**src/rtl/risc_seq_ctrl_if.sv**
```systemverilog
// risc_seq_ctrl_if: sequencer <-> datapath/data-memory control bundle
// master = sequencer (samples run/opcode/mem_ready, drives all controls)
// slave  = datapath side (mirror image)
interface risc_seq_ctrl_if #(parameter int CNT_W = 16);
  logic run;
  logic [3:0] opcode;
  logic mem_ready;
  logic pc_en, jump, beq, bne;
  logic mem_read, mem_write, mem_req;
  logic alu_src, reg_dst, mem_to_reg, reg_write;
  logic [1:0] alu_op;
  logic busy, illegal;
  logic [CNT_W-1:0] retired;
  modport master (
    input  run, opcode, mem_ready,
    output pc_en, jump, beq, bne, mem_read, mem_write, mem_req,
           alu_src, reg_dst, mem_to_reg, reg_write, alu_op, busy, illegal, retired
  );
  modport slave (
    output run, opcode, mem_ready,
    input  pc_en, jump, beq, bne, mem_read, mem_write, mem_req,
           alu_src, reg_dst, mem_to_reg, reg_write, alu_op, busy, illegal, retired
  );
endinterface

```
**src/rtl/risc_seq_ctrl.sv**
```systemverilog
// risc_seq_ctrl: multi-cycle FETCH/DECODE/EXEC/MEM/WB control sequencer
// clk, rst_n (async active-low); bus: risc_seq_ctrl_if.master carrying
// run/opcode/mem_ready in and PC, memory, datapath controls, busy, illegal, retired out
module risc_seq_ctrl #(parameter int CNT_W = 16) (
  input logic clk,
  input logic rst_n,
  risc_seq_ctrl_if.master bus
);
  typedef enum logic [2:0] {IDLE, FETCH, DECODE, EXEC, MEM, WB} state_t;
  typedef enum logic [2:0] {C_LD, C_ST, C_R, C_BEQ, C_BNE, C_J, C_NOP} cls_t;
  state_t state, nxt;
  cls_t cls, dec;
  logic commit, steer, illegal_q;
  logic [CNT_W-1:0] retired_q;
  always_comb
    dec = bus.opcode == 4'd0  ? C_LD  :
          bus.opcode == 4'd1  ? C_ST  :
          bus.opcode <= 4'd9  ? C_R   :
          bus.opcode == 4'd11 ? C_BEQ :
          bus.opcode == 4'd12 ? C_BNE :
          bus.opcode == 4'd13 ? C_J   : C_NOP;
  // the single cycle per instruction in which architectural state changes
  assign commit = (state == EXEC && !(cls inside {C_LD, C_ST})) ||
                  (state == MEM && cls == C_ST && bus.mem_ready) ||
                  state == WB;
  always_ff @(posedge clk or negedge rst_n)
    if (!rst_n) state <= IDLE;
    else state <= nxt;
  always_comb
    nxt = (commit || state == IDLE) ? (bus.run ? FETCH : IDLE) :
          state == FETCH  ? DECODE :
          state == DECODE ? EXEC   :
          state == EXEC   ? MEM    :
          state == MEM    ? (bus.mem_ready ? WB : MEM) : state;
  always_ff @(posedge clk or negedge rst_n)
    if (!rst_n) begin
      cls <= C_NOP;
      illegal_q <= 1'b0;
      retired_q <= '0;
    end else begin
      if (state == FETCH) cls <= dec;
      if (state == FETCH && dec == C_NOP) illegal_q <= 1'b1;
      if (commit) retired_q <= retired_q + 1'b1;
    end
  // steering is only meaningful once the class has been latched
  assign steer = !(state inside {IDLE, FETCH});
  always_comb begin
    bus.pc_en      = commit;
    bus.reg_write  = commit && cls inside {C_LD, C_R};
    bus.mem_write  = commit && cls == C_ST;
    bus.jump       = commit && cls == C_J;
    bus.beq        = commit && cls == C_BEQ;
    bus.bne        = commit && cls == C_BNE;
    bus.mem_req    = state == MEM;
    bus.mem_read   = steer && cls == C_LD;
    bus.alu_src    = steer && cls inside {C_LD, C_ST};
    bus.reg_dst    = steer && cls == C_R;
    bus.mem_to_reg = steer && cls == C_LD;
    bus.alu_op     = !steer ? 2'b00 :
                     cls inside {C_LD, C_ST}   ? 2'b10 :
                     cls inside {C_BEQ, C_BNE} ? 2'b01 : 2'b00;
    bus.busy       = state != IDLE;
    bus.illegal    = illegal_q;
    bus.retired    = retired_q;
  end
endmodule

```
**src/flat_wrapper.sv**
```systemverilog
// flat-port wrapper written by rule: the top's interface ports become plain ports
module risc_seq_ctrl_flat 
#(parameter int CNT_W = 16)
  (clk, rst_n, bus_run, bus_opcode, bus_mem_ready, bus_pc_en, bus_jump, bus_beq, bus_bne, bus_mem_read, bus_mem_write, bus_mem_req, bus_alu_src, bus_reg_dst, bus_mem_to_reg, bus_reg_write, bus_alu_op, bus_busy, bus_illegal, bus_retired);
  risc_seq_ctrl_if #(.CNT_W(CNT_W)) bus_i ();
  input logic clk;
  input logic rst_n;
  input wire logic [$bits(bus_i.run)-1:0] bus_run;
  input wire logic [$bits(bus_i.opcode)-1:0] bus_opcode;
  input wire logic [$bits(bus_i.mem_ready)-1:0] bus_mem_ready;
  output wire logic [$bits(bus_i.pc_en)-1:0] bus_pc_en;
  output wire logic [$bits(bus_i.jump)-1:0] bus_jump;
  output wire logic [$bits(bus_i.beq)-1:0] bus_beq;
  output wire logic [$bits(bus_i.bne)-1:0] bus_bne;
  output wire logic [$bits(bus_i.mem_read)-1:0] bus_mem_read;
  output wire logic [$bits(bus_i.mem_write)-1:0] bus_mem_write;
  output wire logic [$bits(bus_i.mem_req)-1:0] bus_mem_req;
  output wire logic [$bits(bus_i.alu_src)-1:0] bus_alu_src;
  output wire logic [$bits(bus_i.reg_dst)-1:0] bus_reg_dst;
  output wire logic [$bits(bus_i.mem_to_reg)-1:0] bus_mem_to_reg;
  output wire logic [$bits(bus_i.reg_write)-1:0] bus_reg_write;
  output wire logic [$bits(bus_i.alu_op)-1:0] bus_alu_op;
  output wire logic [$bits(bus_i.busy)-1:0] bus_busy;
  output wire logic [$bits(bus_i.illegal)-1:0] bus_illegal;
  output wire logic [$bits(bus_i.retired)-1:0] bus_retired;
  assign bus_i.run = bus_run;
  assign bus_i.opcode = bus_opcode;
  assign bus_i.mem_ready = bus_mem_ready;
  assign bus_pc_en = bus_i.pc_en;
  assign bus_jump = bus_i.jump;
  assign bus_beq = bus_i.beq;
  assign bus_bne = bus_i.bne;
  assign bus_mem_read = bus_i.mem_read;
  assign bus_mem_write = bus_i.mem_write;
  assign bus_mem_req = bus_i.mem_req;
  assign bus_alu_src = bus_i.alu_src;
  assign bus_reg_dst = bus_i.reg_dst;
  assign bus_mem_to_reg = bus_i.mem_to_reg;
  assign bus_reg_write = bus_i.reg_write;
  assign bus_alu_op = bus_i.alu_op;
  assign bus_busy = bus_i.busy;
  assign bus_illegal = bus_i.illegal;
  assign bus_retired = bus_i.retired;
  risc_seq_ctrl #(.CNT_W(CNT_W)) u_core (.clk(clk), .rst_n(rst_n), .bus(bus_i));
endmodule
```
**config.mk**
```make
export PLATFORM = sky130hd
export DESIGN_NAME = risc_seq_ctrl_flat
export DESIGN_NICKNAME = d
export VERILOG_FILES = /design/src/rtl/risc_seq_ctrl_if.sv /design/src/rtl/risc_seq_ctrl.sv /design/src/flat_wrapper.sv
export SDC_FILE = /design/constraint.sdc
export NUM_CORES = 1
export LEC_CHECK = 0
export ABC_AREA = 1
export BUFFER_PORTS_ARGS = -buffer_cell sky130_fd_sc_hd__clkbuf_2
export CORE_ASPECT_RATIO = 0.9
export CORE_UTILIZATION = 50
export DETAILED_ROUTE_END_ITERATION = 16
export PLACE_DENSITY_LB_ADDON = 0.3
export SYNTH_ARGS = -nofsm -noshare
export SYNTH_HDL_FRONTEND = slang
export SYNTH_SLANG_ARGS = --single-unit
export TNS_END_PERCENT = 20
```
**constraint.sdc**
```tcl
create_clock -name clk -period 3.4 [get_ports clk]
set_clock_uncertainty 0.15 [all_clocks]
set_input_delay 0.68 -clock clk [delete_from_list [all_inputs] [get_ports clk]]
set_output_delay 0.68 -clock clk [all_outputs]
set_load 0.005 [all_outputs]
```
======== Yosys cells after proc, flatten, opt, wreduce, memory -nomap -nowiden ========
Cells that the tools add are included.
word-level totals
  register bits ........................... 23
  input bits .............................. 8
  output and inout port bits .............. 31
cells by class
  $add $sub $neg .......................... 1
  order comparisons ....................... 1
  eq/ne operators ......................... 15
  mux-type cells .......................... 16
  reduce and logical (&&, ||, !) cells .... 26
operators with widths
  operator                                                                count
  3-bit two-way mux                                                       10
  16-bit by 1-bit adder with 16-bit output (second input constant)        1
  3-bit equality test (second input constant)                             5
  3-bit by 2-bit equality test with 1-bit output (second input constant)  4
  4-bit equality test (second input constant)                             3
  1-bit logical AND                                                       12
  2-bit nonzero test                                                      4
  3-bit by 1-bit equality test with 1-bit output (second input constant)  2
  3-bit zero test                                                         2
  2-bit two-way mux                                                       3
  5-bit nonzero test                                                      1
  4-bit by 1-bit equality test with 1-bit output (second input constant)  1
  4-bit <= comparator (second input constant)                             1
  4-bit zero test                                                         1
  1-bit logical OR                                                        3
  1-bit two-way mux                                                       3
  3-bit nonzero test                                                      1
  1-bit zero test                                                         2

======== Logic depth before layout (Yosys ltp) ========
  depth after elaboration ................. 9
  gate-level depth with buffers ........... 8
  depth with buffers taken out ............ 8

======== Worst setup path before layout ========
OpenSTA, ideal clock, no wires.
  path type ............................... input to output
  start point ............................. input port bus_mem_ready
  end point ............................... output port bus_jump
  arrival time ............................ 1235 ps
  path slack .............................. 1335 ps
  cell stages on the path ................. 6
  cells stage by stage .................... nand4_2 -> nand2_2 -> nand2_4 -> nand2_4 -> inv_2 -> nor3_1
between the ends
  cells in the longest elaborated chain, start to end .. 4
ends and longest elaborated chain
  item               RTL line             text
  from (decl)        flat_wrapper.sv:10   input wire logic [$bits(bus_i.mem_ready)-1:0] bus_mem_ready;
  1-bit logical AND  risc_seq_ctrl.sv:24  (state == MEM && cls == C_ST && bus.mem_ready) ||
  1-bit logical OR   risc_seq_ctrl.sv:23  assign commit = (state == EXEC && !(cls inside {C_LD, C_ST})) ||
  1-bit logical OR   risc_seq_ctrl.sv:24
  1-bit logical AND  risc_seq_ctrl.sv:51  bus.jump = commit && cls == C_J;
  to (decl)          flat_wrapper.sv:12   output wire logic [$bits(bus_i.jump)-1:0] bus_jump;
Every way passes these cells.

======== Final worst setup path ========
  start point ............................. register u_core.cls[1]
  end point ............................... output port bus_jump
between the ends
  cells in the longest elaborated chain, start to end .. 7
  elaborated cells between the ends (all ways) .. 11
  those cells by class .................... eq/ne: 2; reduce/logical: 9
ends and longest elaborated chain
  item                                                                                      RTL line                                  text
  from (decl)                                                                               risc_seq_ctrl.sv:12                       cls_t cls, dec;
  from (signal assigned)                                                                    risc_seq_ctrl.sv:37                       cls <= C_NOP;
  from (signal assigned)                                                                    risc_seq_ctrl.sv:41                       if (state == FETCH) cls <= dec;
  3-bit by 1-bit equality test with 1-bit output / 3-bit zero test (equally long branches)  risc_seq_ctrl.sv:23, risc_seq_ctrl.sv:24
  2-bit nonzero test                                                                        risc_seq_ctrl.sv:23
  1-bit zero test                                                                           risc_seq_ctrl.sv:23
  1-bit logical AND                                                                         risc_seq_ctrl.sv:23
  1-bit logical OR                                                                          risc_seq_ctrl.sv:23
  1-bit logical OR                                                                          risc_seq_ctrl.sv:24
  1-bit logical AND (*)                                                                     risc_seq_ctrl.sv:51
Mark *: on every way between the ends. The rest lies on a longest branch, timed or not.

==> impl_results.md <==
- CP required: around 2600 ps
- Routed vias: ~1200
- Fin crit share: approximately four fifths
- Switch share: approximately 47%
- Post-CTS setup repair buffer count: 0
- Clock latency on the worst-skew pair: 300 ps
- DR iter-0 viols: 44
- GRT busiest layer: met1
- Largest net degree at the start of global routing: 24
- Psw: slightly below 0.0006 W
- Post-cts sizing count: 0
- Post-route DRC: 1
- Met3 usage: 5.185%
- CTS tree: yes
- Sequential fraction of the synthesis area: 40.42%
- Crit path DAT: between 1500 and 2000 ps
- HPWL Detailed: 2.119 mm
- Met1 Usage GRT: 29.55%
- Die X: 58.38 um
- Slew margin rel.: 63.64%
- Antenna viol nets, final: 0
- Initial antenna violation count: 0
- Combinational share of power: roughly half
- Setup TNS Final: 0 ps
- Tot GR Track Use: 19.56%
- Drt wl/cell: 10.29 um
- Synth cell types: 27
- Maximum vdd drop: roughly 0.00053 V
- RSZ-0062 raised after global routing: no
- GR Layer Usage met2: around 29%
- Post-synthesis register bit count: 23
- Hold WC Path Type: input pin to asynchronous set/reset pin
- Fraction of layout cells with a size suffix above 1: between 30% and 40%
- Chip Height: about 53 um
- Failing checks: DRC
- First-pass GRT wire length: 4.581 mm
- Max-slew violations: 0
- Final Critical Period: 2713 ps
- Final setup violation count: 0
- Num CTS Buffers: 3
- Hold Violations, Final: 0
- Die area: roughly 3000 sq um
- Clock Power Share: between 10% and 20%
- Num Clock Sinks: 23
- Status: finished with violations
- Root Driver: clkbuf_4
- Setup crit end kind: primary output
- Max_cap viols: 0
- Vias in the first global route: roughly 1100
- Clock H-tree levels: 1
- Ys Warns: 0
- DRT Pass-1 Iters: 10
- Sequential share of power: 39.1%
- Leak: around 0.86 nW
- Diodes inserted: 0
- Most common cell after layout, fill and taps aside: nand2_1
- Clock transition at path regs: approximately 120 ps
- Post-Syn Instances: 185
- Most frequent cells in the layout: nand2_1, clkbuf_2, dfrtp_1, nor2_1, inv_1
- Gr ovfl total: 0
- Synthesis-to-finish area growth: 15.57%
- Vias per cell: between 4 and 5
- Syn_nets: 194
- Fmax: between 300 and 400 MHz
- Crit start category: flop
- Crit Path Category: flop to primary output
- Min Hold Slack: 180.9 ps
- Layout Nets: 232
- Port Buffers: 38
- # rows: 18
- Maximum clock path buffer count: 2
- IO Pins: 39
- Crit path max fanout: 22
- Int Power: between 0.0006 and 0.0007 W
- Mapped cell area: ~1400 sq um
- Cell area power density: ~740 nW/um^2
- Wirelength, routed: roughly 2.7 mm
- Average size of a mapped cell: 7.730 sq um
- Starting Density: between 50% and 60%
- Worst Max-Slew Pin Slew: between 500 and 600 ps
- # hold bufs at CTS: 0
- Core footprint: 2725 sq um
- RePlAce Congestion: approximately 0.91
[state kept, by name (all words and copies together), names as in the netlist]
signal / flops
u_core.state: 3
u_core.cls: 3
u_core.bus.retired: 16
u_core.bus.illegal: 1
[worst paths after layout]
| kind | from | depth (start not counted) | endpoint | slack, ps |
|---|---|---|---|---|
| max | u_core.cls[1] | 7 | bus_jump | 690 |
| min | rst_n | 1 | u_core.bus.illegal | 180 |
| max reg2reg | u_core.cls[1] | 7 | u_core.bus.retired[10] | 1720 |
| min reg2reg | u_core.bus.illegal | 1 | u_core.bus.illegal | 340 |
| max in group asynchronous | rst_n | 1 | u_core.cls[1] | 2550 |
| min in group clk | u_core.bus.illegal | 1 | u_core.bus.illegal | 340 |
[layout make-up]
cell class / instances / area (sq um)
fill: 260 / 1072
multi-input combinational: 133 / 716.9
sequential: 23 / 578.1
timing repair buffer: 38 / 190.2
inverter: 24 / 90.09
tap: 40 / 50.05
clock buffer: 3 / 22.52
clock inverter: 1 / 5.005
[metrics by stage]
stage	setup slack, ps	cell area, sq um	util (%)	total power, W	instances
4_1_cts	664.8	1653	60.65	0.001235	262
2_1_floorplan	1335	1430	-	0.0009568	185
3_5_place_dp	839.8	1625	59.64	0.001106	258
5_1_grt	496.0	1653	60.65	0.001343	262
3_3_place_gp	900.3	1625	59.64	0.001102	258
6_report	687.3	1653	60.65	0.001222	262
[worst max-delay path: stages (launching register included)]
cell and delay [ps]:
dfstp_2 580, inv_2 70, nand2_2 80, nand4_2 120, nand2_4 270, inv_2 150, nor3_1 150, clkbuf_2 140
[power by group through the flow]
stage                     combinational [W]  clock (W)  sequential (W)
after detailed placement           0.000626          0        0.000480
after global placement             0.000617          0        0.000485
after CTS                          0.000628   0.000131        0.000476
after floorplan                    0.000500          0        0.000457
final                              0.000621   0.000123        0.000478
after global routing               0.000711   0.000141        0.000492
[layer usage]
| metal | vias to the layer above | wire length (um) |
|---|---|---|
| met5 | - | 0 |
| met4 | 0 | 14 |
| met3 | 2 | 90 |
| met2 | 21 | 1145 |
| met1 | 561 | 1447 |
| li1 | 664 | - |
[cells in the mapped netlist]
library cell | number | area share [%]
dfrtp_1 | 21 | 37
o21ai_1 | 4 | 1.4
o22ai_1 | 1 | 0.44
ha_1 | 1 | 0.87
nand2_2 | 8 | 3.5
a21oi_1 | 2 | 0.70
nand2_4 | 2 | 1.6
nor2_1 | 18 | 4.7
xnor2_1 | 1 | 0.61
xnor2_2 | 1 | 1.1
o21bai_1 | 2 | 1.0
nor2_2 | 2 | 0.87
nor4_1 | 1 | 0.44
nand3_1 | 11 | 3.8
buf_8 | 1 | 1.0
dfstp_2 | 2 | 3.7
buf_4 | 4 | 2.1
nor3_2 | 2 | 1.4
nand4_1 | 4 | 1.7
inv_2 | 6 | 1.6
nor3_1 | 12 | 4.2
inv_1 | 18 | 4.7
o21ai_0 | 3 | 1.0
xor2_1 | 11 | 6.7
nand2_1 | 44 | 12
o21a_1 | 1 | 0.53
nand4_2 | 2 | 1.7
[cell families after synthesis]
| family | Yosys count | synth area share, % |
|---|---|---|
| flops | 23 | 40.42 |
| fa+ha+maj | 1 | 0.8748 |
| compound gates | 13 | 5.162 |
| buf+inv | 29 | 9.448 |
| simple gates | 106 | 35.61 |
| xor+xnor | 13 | 8.487 |
Power figures use the tool's default switching activity.
